File: src/rtl/multicycle_control_fsm.sv
// Multi-cycle RV32I main control: FETCH/DECODE/EXEC/MEM/WB sequencing with memory handshake,
// wait timeout, illegal-opcode pulse and retire counter. `CTRL_ITYPE_ALU_EN enables I-type ALU.
module multicycle_control_fsm #(
    parameter int unsigned OPCODE_W    = 5,
    parameter int unsigned ALUOP_W     = 2,
    parameter int unsigned CNT_W       = 32,
    parameter int unsigned MEM_TIMEOUT = 16
) (
    input  logic                clk_i,
    input  logic                rst_ni,
    input  logic [OPCODE_W-1:0] opcode_i,
    input  logic                mem_ready_i,
    input  logic                zero_i,
    output logic                mem_req_o,
    output logic                mem_we_o,
    output logic                iord_o,
    output logic                ir_write_o,
    output logic                pc_write_o,
    output logic                pc_write_br_o,
    output logic                branch_o,
    output logic                alu_src_o,
    output logic [ALUOP_W-1:0]  alu_op_o,
    output logic                reg_write_o,
    output logic                mem_to_reg_o,
    output logic                illegal_o,
    output logic                mem_err_o,
    output logic [CNT_W-1:0]    instr_count_o
);

    localparam int unsigned WaitW     = (MEM_TIMEOUT > 0) ? $clog2(MEM_TIMEOUT + 1) : 1;
    localparam bit          TimeoutEn = (MEM_TIMEOUT != 0);

    typedef enum logic [2:0] {StFetch, StDecode, StExec, StMem, StWb} state_e;
    typedef enum logic [2:0] {KindR, KindLoad, KindStore, KindBranch, KindItype} kind_e;

    state_e            state_q, state_d;
    kind_e             kind_q, kind_d;
    logic              run_q;
    logic [WaitW-1:0]  wait_cnt_q, wait_cnt_d;
    logic [CNT_W-1:0]  instr_count_q, instr_count_d;
    logic              timeout;
    logic              retire;

    always_comb begin
        mem_req_o     = 1'b0;
        mem_we_o      = 1'b0;
        iord_o        = 1'b0;
        ir_write_o    = 1'b0;
        pc_write_o    = 1'b0;
        pc_write_br_o = 1'b0;
        branch_o      = 1'b0;
        alu_src_o     = 1'b0;
        alu_op_o      = '0;
        reg_write_o   = 1'b0;
        mem_to_reg_o  = 1'b0;
        illegal_o     = 1'b0;
        mem_err_o     = 1'b0;
        state_d       = state_q;
        kind_d        = kind_q;
        timeout       = 1'b0;
        retire        = 1'b0;

        // run_q holds everything quiet for the first cycle after reset release
        if (run_q) begin
            if (state_q == StFetch || state_q == StMem) begin
                timeout = TimeoutEn && !mem_ready_i && (wait_cnt_q == WaitW'(MEM_TIMEOUT));
            end
            unique case (state_q)
                StFetch: begin
                    mem_req_o = !timeout;
                    mem_err_o = timeout;
                    if (mem_ready_i) begin
                        ir_write_o = 1'b1;
                        pc_write_o = 1'b1;
                        state_d    = StDecode;
                    end
                end
                StDecode: begin
                    state_d = StExec;
                    case (opcode_i)
                        OPCODE_W'(5'b01100): kind_d = KindR;
                        OPCODE_W'(5'b00000): kind_d = KindLoad;
                        OPCODE_W'(5'b01000): kind_d = KindStore;
                        OPCODE_W'(5'b11000): kind_d = KindBranch;
`ifdef CTRL_ITYPE_ALU_EN
                        OPCODE_W'(5'b00100): kind_d = KindItype;
`endif
                        default: begin
                            illegal_o = 1'b1;
                            state_d   = StFetch;
                        end
                    endcase
                end
                StExec: begin
                    unique case (kind_q)
                        KindR: begin
                            alu_op_o = ALUOP_W'(2'b10);
                            state_d  = StWb;
                        end
                        KindItype: begin
                            alu_src_o = 1'b1;
                            alu_op_o  = ALUOP_W'(2'b10);
                            state_d   = StWb;
                        end
                        KindLoad, KindStore: begin
                            alu_src_o = 1'b1;
                            state_d   = StMem;
                        end
                        default: begin
                            alu_op_o      = ALUOP_W'(2'b01);
                            branch_o      = 1'b1;
                            pc_write_br_o = zero_i;
                            retire        = 1'b1;
                            state_d       = StFetch;
                        end
                    endcase
                end
                StMem: begin
                    mem_req_o = !timeout;
                    mem_we_o  = !timeout && (kind_q == KindStore);
                    iord_o    = 1'b1;
                    mem_err_o = timeout;
                    if (mem_ready_i) begin
                        if (kind_q == KindStore) begin
                            retire  = 1'b1;
                            state_d = StFetch;
                        end else begin
                            state_d = StWb;
                        end
                    end else if (timeout) begin
                        state_d = StFetch;
                    end
                end
                default: begin
                    reg_write_o  = 1'b1;
                    mem_to_reg_o = (kind_q == KindLoad);
                    retire       = 1'b1;
                    state_d      = StFetch;
                end
            endcase
        end

        // A FETCH timeout stays in FETCH, so it must clear the counter explicitly
        if (state_d != state_q || timeout) begin
            wait_cnt_d = '0;
        end else if (run_q && (state_q == StFetch || state_q == StMem) && !mem_ready_i) begin
            wait_cnt_d = wait_cnt_q + WaitW'(1);
        end else begin
            wait_cnt_d = wait_cnt_q;
        end

        instr_count_d = retire ? instr_count_q + CNT_W'(1) : instr_count_q;
    end

    always_ff @(posedge clk_i or negedge rst_ni) begin
        if (!rst_ni) begin
            state_q       <= StFetch;
            kind_q        <= KindR;
            run_q         <= 1'b0;
            wait_cnt_q    <= '0;
            instr_count_q <= '0;
        end else begin
            state_q       <= state_d;
            kind_q        <= kind_d;
            run_q         <= 1'b1;
            wait_cnt_q    <= wait_cnt_d;
            instr_count_q <= instr_count_d;
        end
    end

    assign instr_count_o = instr_count_q;

endmodule

File: config.mk
export PLATFORM = sky130hd
export DESIGN_NAME = multicycle_control_fsm
export DESIGN_NICKNAME = d
export VERILOG_FILES = /design/src/rtl/multicycle_control_fsm.sv
export SDC_FILE = /design/constraint.sdc
export NUM_CORES = 1
export LEC_CHECK = 0
export CORE_UTILIZATION = 49
export DETAILED_ROUTE_END_ITERATION = 10
export PLACE_DENSITY = 0.79
export SLEW_MARGIN = 20
export SYNTH_ARGS = -nofsm -noshare
export SYNTH_HDL_FRONTEND = slang
export SYNTH_SLANG_ARGS = --single-unit
File: constraint.sdc
create_clock -name clk_i -period 2.4 [get_ports clk_i]
set_input_delay 0.48 -clock clk_i [delete_from_list [all_inputs] [get_ports clk_i]]
set_output_delay 0.48 -clock clk_i [all_outputs]
set_load 0.005 [all_outputs]
# Word level (Yosys, flattened, before mapping)
# Cells that the tools add are included.
# totals
wordCells	88
out_inout_bits	46
ff_bits	44
# classes
reduce_logical	22
mux	48
n_eq_ne	11
addsub	2
# ops
operator	n
$mux 1	33
$add 32x1->32 const B	1
$pmux 3 s4	2
$mux 3	5
$reduce_or 4->1	3
$eq 5x4->1 const B	2
$eq 5x5->1 const B	2
$mux 5	2
$eq 3x2->1 const B	3
$reduce_or 2->1	4
$eq 3x1->1 const B	2
$logic_not 3->1	2
$mux 2	3
$pmux 3 s2	1
$add 5x1->5 const B	1
$logic_not 5->1	1
$logic_and 1x1->1	4
$pmux 2 s2	1
$reduce_bool 4->1	1
$eq 3x3->1 const B	1
$ne 3x3->1	1
$pmux 1 s3	1
$reduce_and 3->1	1
$reduce_or 3->1	1
other kinds (3)	5

# Longest topological paths before layout
# logic_depth
word_depth	11
depth_mapped	8
ltp_nobuf	7

# Worst setup path after synthesis
# OpenSTA, ideal clock, no wires.
# synth_timing
path_kind	reg-to-reg
start	register kind_q[0]
end	register instr_count_q[27], in the netlist instr_count_o[27]
setup_time_ns	0.079
path_stages_with_launch	9
period_less_slack_ns	2.032
path_slack_ns	0.368
t_required_ns	2.321
arrival_ns	1.953
cell_sequence	dfrtp_1 inv_1 ha_1 nand3_1 a31o_2 or4_4 buf_6 nor3_1 xor2_1
# synth_via
elab_chain_cells	5
elab_cells_between_ends	10
classes_between	eq/ne: 3; mux: 5; reduce/logical: 2
# synth_rtl
element	line	text
start, declared	37	kind_e kind_q, kind_d;
start signal, assigned	158	kind_q <= KindR;
start signal, assigned	164	kind_q <= kind_d;
$eq 3x2->1 (tied with other cells)	95, 124	
$reduce_or 4->1 (no source line) or $mux 1 (tied branches)	n/a	
$mux 1, on equally long branches	95, 123	
$pmux 1 s3 *	68	unique case (state_q)
$mux 1 *	64	if (run_q) begin
end signal, assigned	167	instr_count_q <= instr_count_d;
end, declared	40	logic [CNT_W-1:0] instr_count_q, instr_count_d;
# Every way passes the cells marked *; elsewhere a longest branch is shown, timed or not.
# A chain may end at the register's enable or synchronous reset.

# Worst setup path in the final report
# layout_timing
start	register kind_q[1]
end	output alu_src_o
# layout_via
elab_chain_cells	5
elab_cells_between_ends	7
classes_between	eq/ne: 3; mux: 3; reduce/logical: 1
# layout_rtl
element	line	text
$eq 3x2->1 (tied with other cells)	95	unique case (kind_q)
$reduce_or 3->1 (no source line) *	n/a	
$mux 1 *	95	
$mux 1 *	68	
$mux 1 *	64	
end, declared	21	output logic alu_src_o,
# Marked as above.

==> flow_summary.ini <==
[status]
status = finished clean

[sta]
fin_crit_sh_pct = 97.8
fin_crit_ns = 2.35
slew_headroom_pct = 66.6
whs_ns = 0.142
final.setup_skew_ns = 0.0109
slew_violations = 0
fmax_mhz = 426
hold_viol = 0
setup_ws_ns = 0.0522
tightest_slew_ns = 0.501
finalSetupViolCount = 0

[setup_path]
critPathArrivalTime_ns = 1.87
crit_path_start_kind = register
critPathKind = register to output port
critPathMaxFanout = 4
cp_cell_sequence = inv_2, ha_4, nor2b_4, and3_1, clkdlybuf4s50_1
slowest_delay_ns = 0.50
cp.buffers_inverters = 2
cp_top_family = buffers and inverters
required_ns = 1.92
crit_slowest_cell = clkdlybuf4s50_1
cp-end-kind = output port

[global_route]
grt_pass1_wl_um = 8000
grt_use_total_pct = 20.2
antenna_found_initial = 0
grt_pass1_vias = 1749
grt_max_degree = 24
overflow = 0

[synth]
synth_cells = 234
synth_warnings = 0
ys_ff_latch = 43
synth_seq_area_share_pct = 47.0
synth-async-reset-ratio_pct = 100
synth_nets = 250
synth_edf_count = 0
synth_area_um2 = 2290
syn_avg_cell_area_um2 = 9.79
ys_types = 43
synth_flop_cell = dfrtp_1

[min_path]
hold_class = input port to asynchronous set/reset pin

[floorplanning]
boundaryPins = 55
fp.coreArea_um2 = 4410
die_x_um = 70.4
rows = 24
die_y_um = 70.4
die_area_um2 = 4950
initial_utilization_pct = 51.9

[layout]
finish.utilization_pct = 72.3
final_common_cell = clkdlybuf4s50_1
diodes = 0
fin_nets = 327
final_cell_mix = clkdlybuf4s50_1, dfrtp_1, nor2_1
drive_gt1_share_pct = 16.7
area_growth_pct = 39.4

[pwr]
vdd_drop_max_mv = 0.519
comb_power_share_pct = 33.9
netSwitchingPower_uw = 690
p_sw_share_pct = 31.3
p_total_mw = 2.21
p_int_mw = 1.52
leakage_nw = 1.39
power_frac_seq_pct = 40.4
p_clk_share_pct = 25.7
power_density_nw_per_um2 = 691

[placed_design]
place_hpwl_um = 3530
place_ws_ns = -0.0996
gp_congestion = 0.849
io_buffers = 54

[drt]
first_pass_iters = 5
ant_nets = 0
num_vias = 1934
vias_per_cell = 5.31
drc = 0
totalWireLength_um = 4930
drt_iter0_drc = 81
wire_per_inst_um = 13.5

[clock_network]
htreeDepth = 2
numCtsBuffers = 5
clock_latency_ns = 0.30
root_buffer = clkbuf_8
clk_pin_slew_worst_paths_ns = 0.08
clk_path_buf_depth = 2
hold_buffers = 0
clkSinkCount = 43
cts_tree = done

[job]
cap_violations = 0
## area by class of cell
| cell class | count | area (um2) |
|---|---|---|
| well taps | 52 | 65.1 |
| multi-input cells | 174 | 1190 |
| inverters | 12 | 45.0 |
| clock inverters | 3 | 43.8 |
| fillers | 327 | 1220 |
| repair buffers | 75 | 701 |
| clock buffers | 5 | 68.8 |
| flip-flops and latches | 43 | 1080 |
## cell usage after synthesis (2+ instances only)
master	instances	area, um2
nor2b_1	5	31.3
nor2_1	25	93.8
mux2i_1	2	20.0
nand4_1	11	68.8
o21ai_0	3	15.0
inv_1	12	45.0
and3_1	7	43.8
nor3_1	9	45.0
xnor2_1	20	175
mux2_2	2	22.5
nand3_1	11	55.1
a31oi_1	2	12.5
or2_2	3	18.8
nand2b_1	4	25.0
clkbuf_1	3	11.3
xor2_1	15	131
a21oi_1	4	20.0
nand2_1	20	75.1
ha_1	7	87.6
dfrtp_1	43	1080
a211oi_1	2	15.0
and2_1	3	18.8
## layer usage
| metal | vias up | global-route usage [%] | wire [um] |
|---|---|---|---|
| li1 | 947 | - | - |
| met1 | 926 | 26.4 | 2180 |
| met2 | 54 | 32.8 | 2460 |
| met3 | 7 | 4.91 | 222 |
| met4 | 0 | 6.89 | 63 |
| met5 | - | 0 | 0 |
## flip-flops by register name (all words and copies together), names as in the netlist
signal	flops
run_q	1
state_q	3
kind_q	2
wait_cnt_q	5
instr_count_o	32
## cell families (layout without fill, tap and decap cells)
| group | count (synthesis) | in the layout | synth area share (%) |
|---|---|---|---|
| AND/OR/NAND/NOR | 108 | 108 | 24.7 |
| flip-flops | 43 | 43 | 47.0 |
| XOR/XNOR | 35 | 35 | 13.4 |
| AO/OA/AOI/OAI | 19 | 19 | 5.79 |
| buffers and inverters | 17 | 95 | 3.28 |
| adder cells (fa/ha/maj) | 7 | 7 | 3.82 |
| multiplexers | 4 | 4 | 1.86 |
| other | 1 | 1 | 0.164 |
## through the flow
stage,TNS [ns],std cells,instance area [um2]
detailed placement,-0.297,349,2970
finish,0,364,3190
CTS,0,359,3110
global placement,-0.227,349,2970
global route,-0.0301,364,3190
floorplan,0,234,2290
## worst reg2reg max path: stages, from the launching register on
cell and delay, ns:
dfrtp_1 0.39, inv_1 0.12, ha_1 0.21, nand3_1 0.16, a31o_2 0.30, or4_4 0.58
nor3_2 0.22, xor2_1 0.15
## power by group through the flow
| stage | Combinational, mW | Sequential, mW | Clock [mW] |
|---|---|---|---|
| finish | 0.747 | 0.892 | 0.567 |
| floorplan | 0.352 | 0.889 | 0 |
| detailed placement | 0.634 | 0.911 | 0 |
| global placement | 0.626 | 0.910 | 0 |
| CTS | 0.670 | 0.896 | 0.571 |
| global route | 0.822 | 0.903 | 0.602 |
## what timing repair did
action	4_1_cts	5_1_grt
endpoints found under the setup margin	8	5
pin swaps	0	2
gates resized for setup	9	11
setup buffers	2	5
## path summary, 6_finish.rpt
kind | startpoint | end | slack, ns | depth (start not counted)
worst max-delay path | kind_q[1] | alu_src_o | 0.05 | 5
worst min-delay path | rst_ni | run_q | 0.14 | 1
worst max register to register | kind_q[0] | instr_count_o[31] | 0.21 | 7
worst min register to register | instr_count_o[31] | instr_count_o[31] | 0.47 | 1
max in group asynchronous | rst_ni | instr_count_o[11] | 1.71 | 2
min in group clk_i | instr_count_o[31] | instr_count_o[31] | 0.47 | 1
Note: power is estimated with default switching activity, not from simulation.
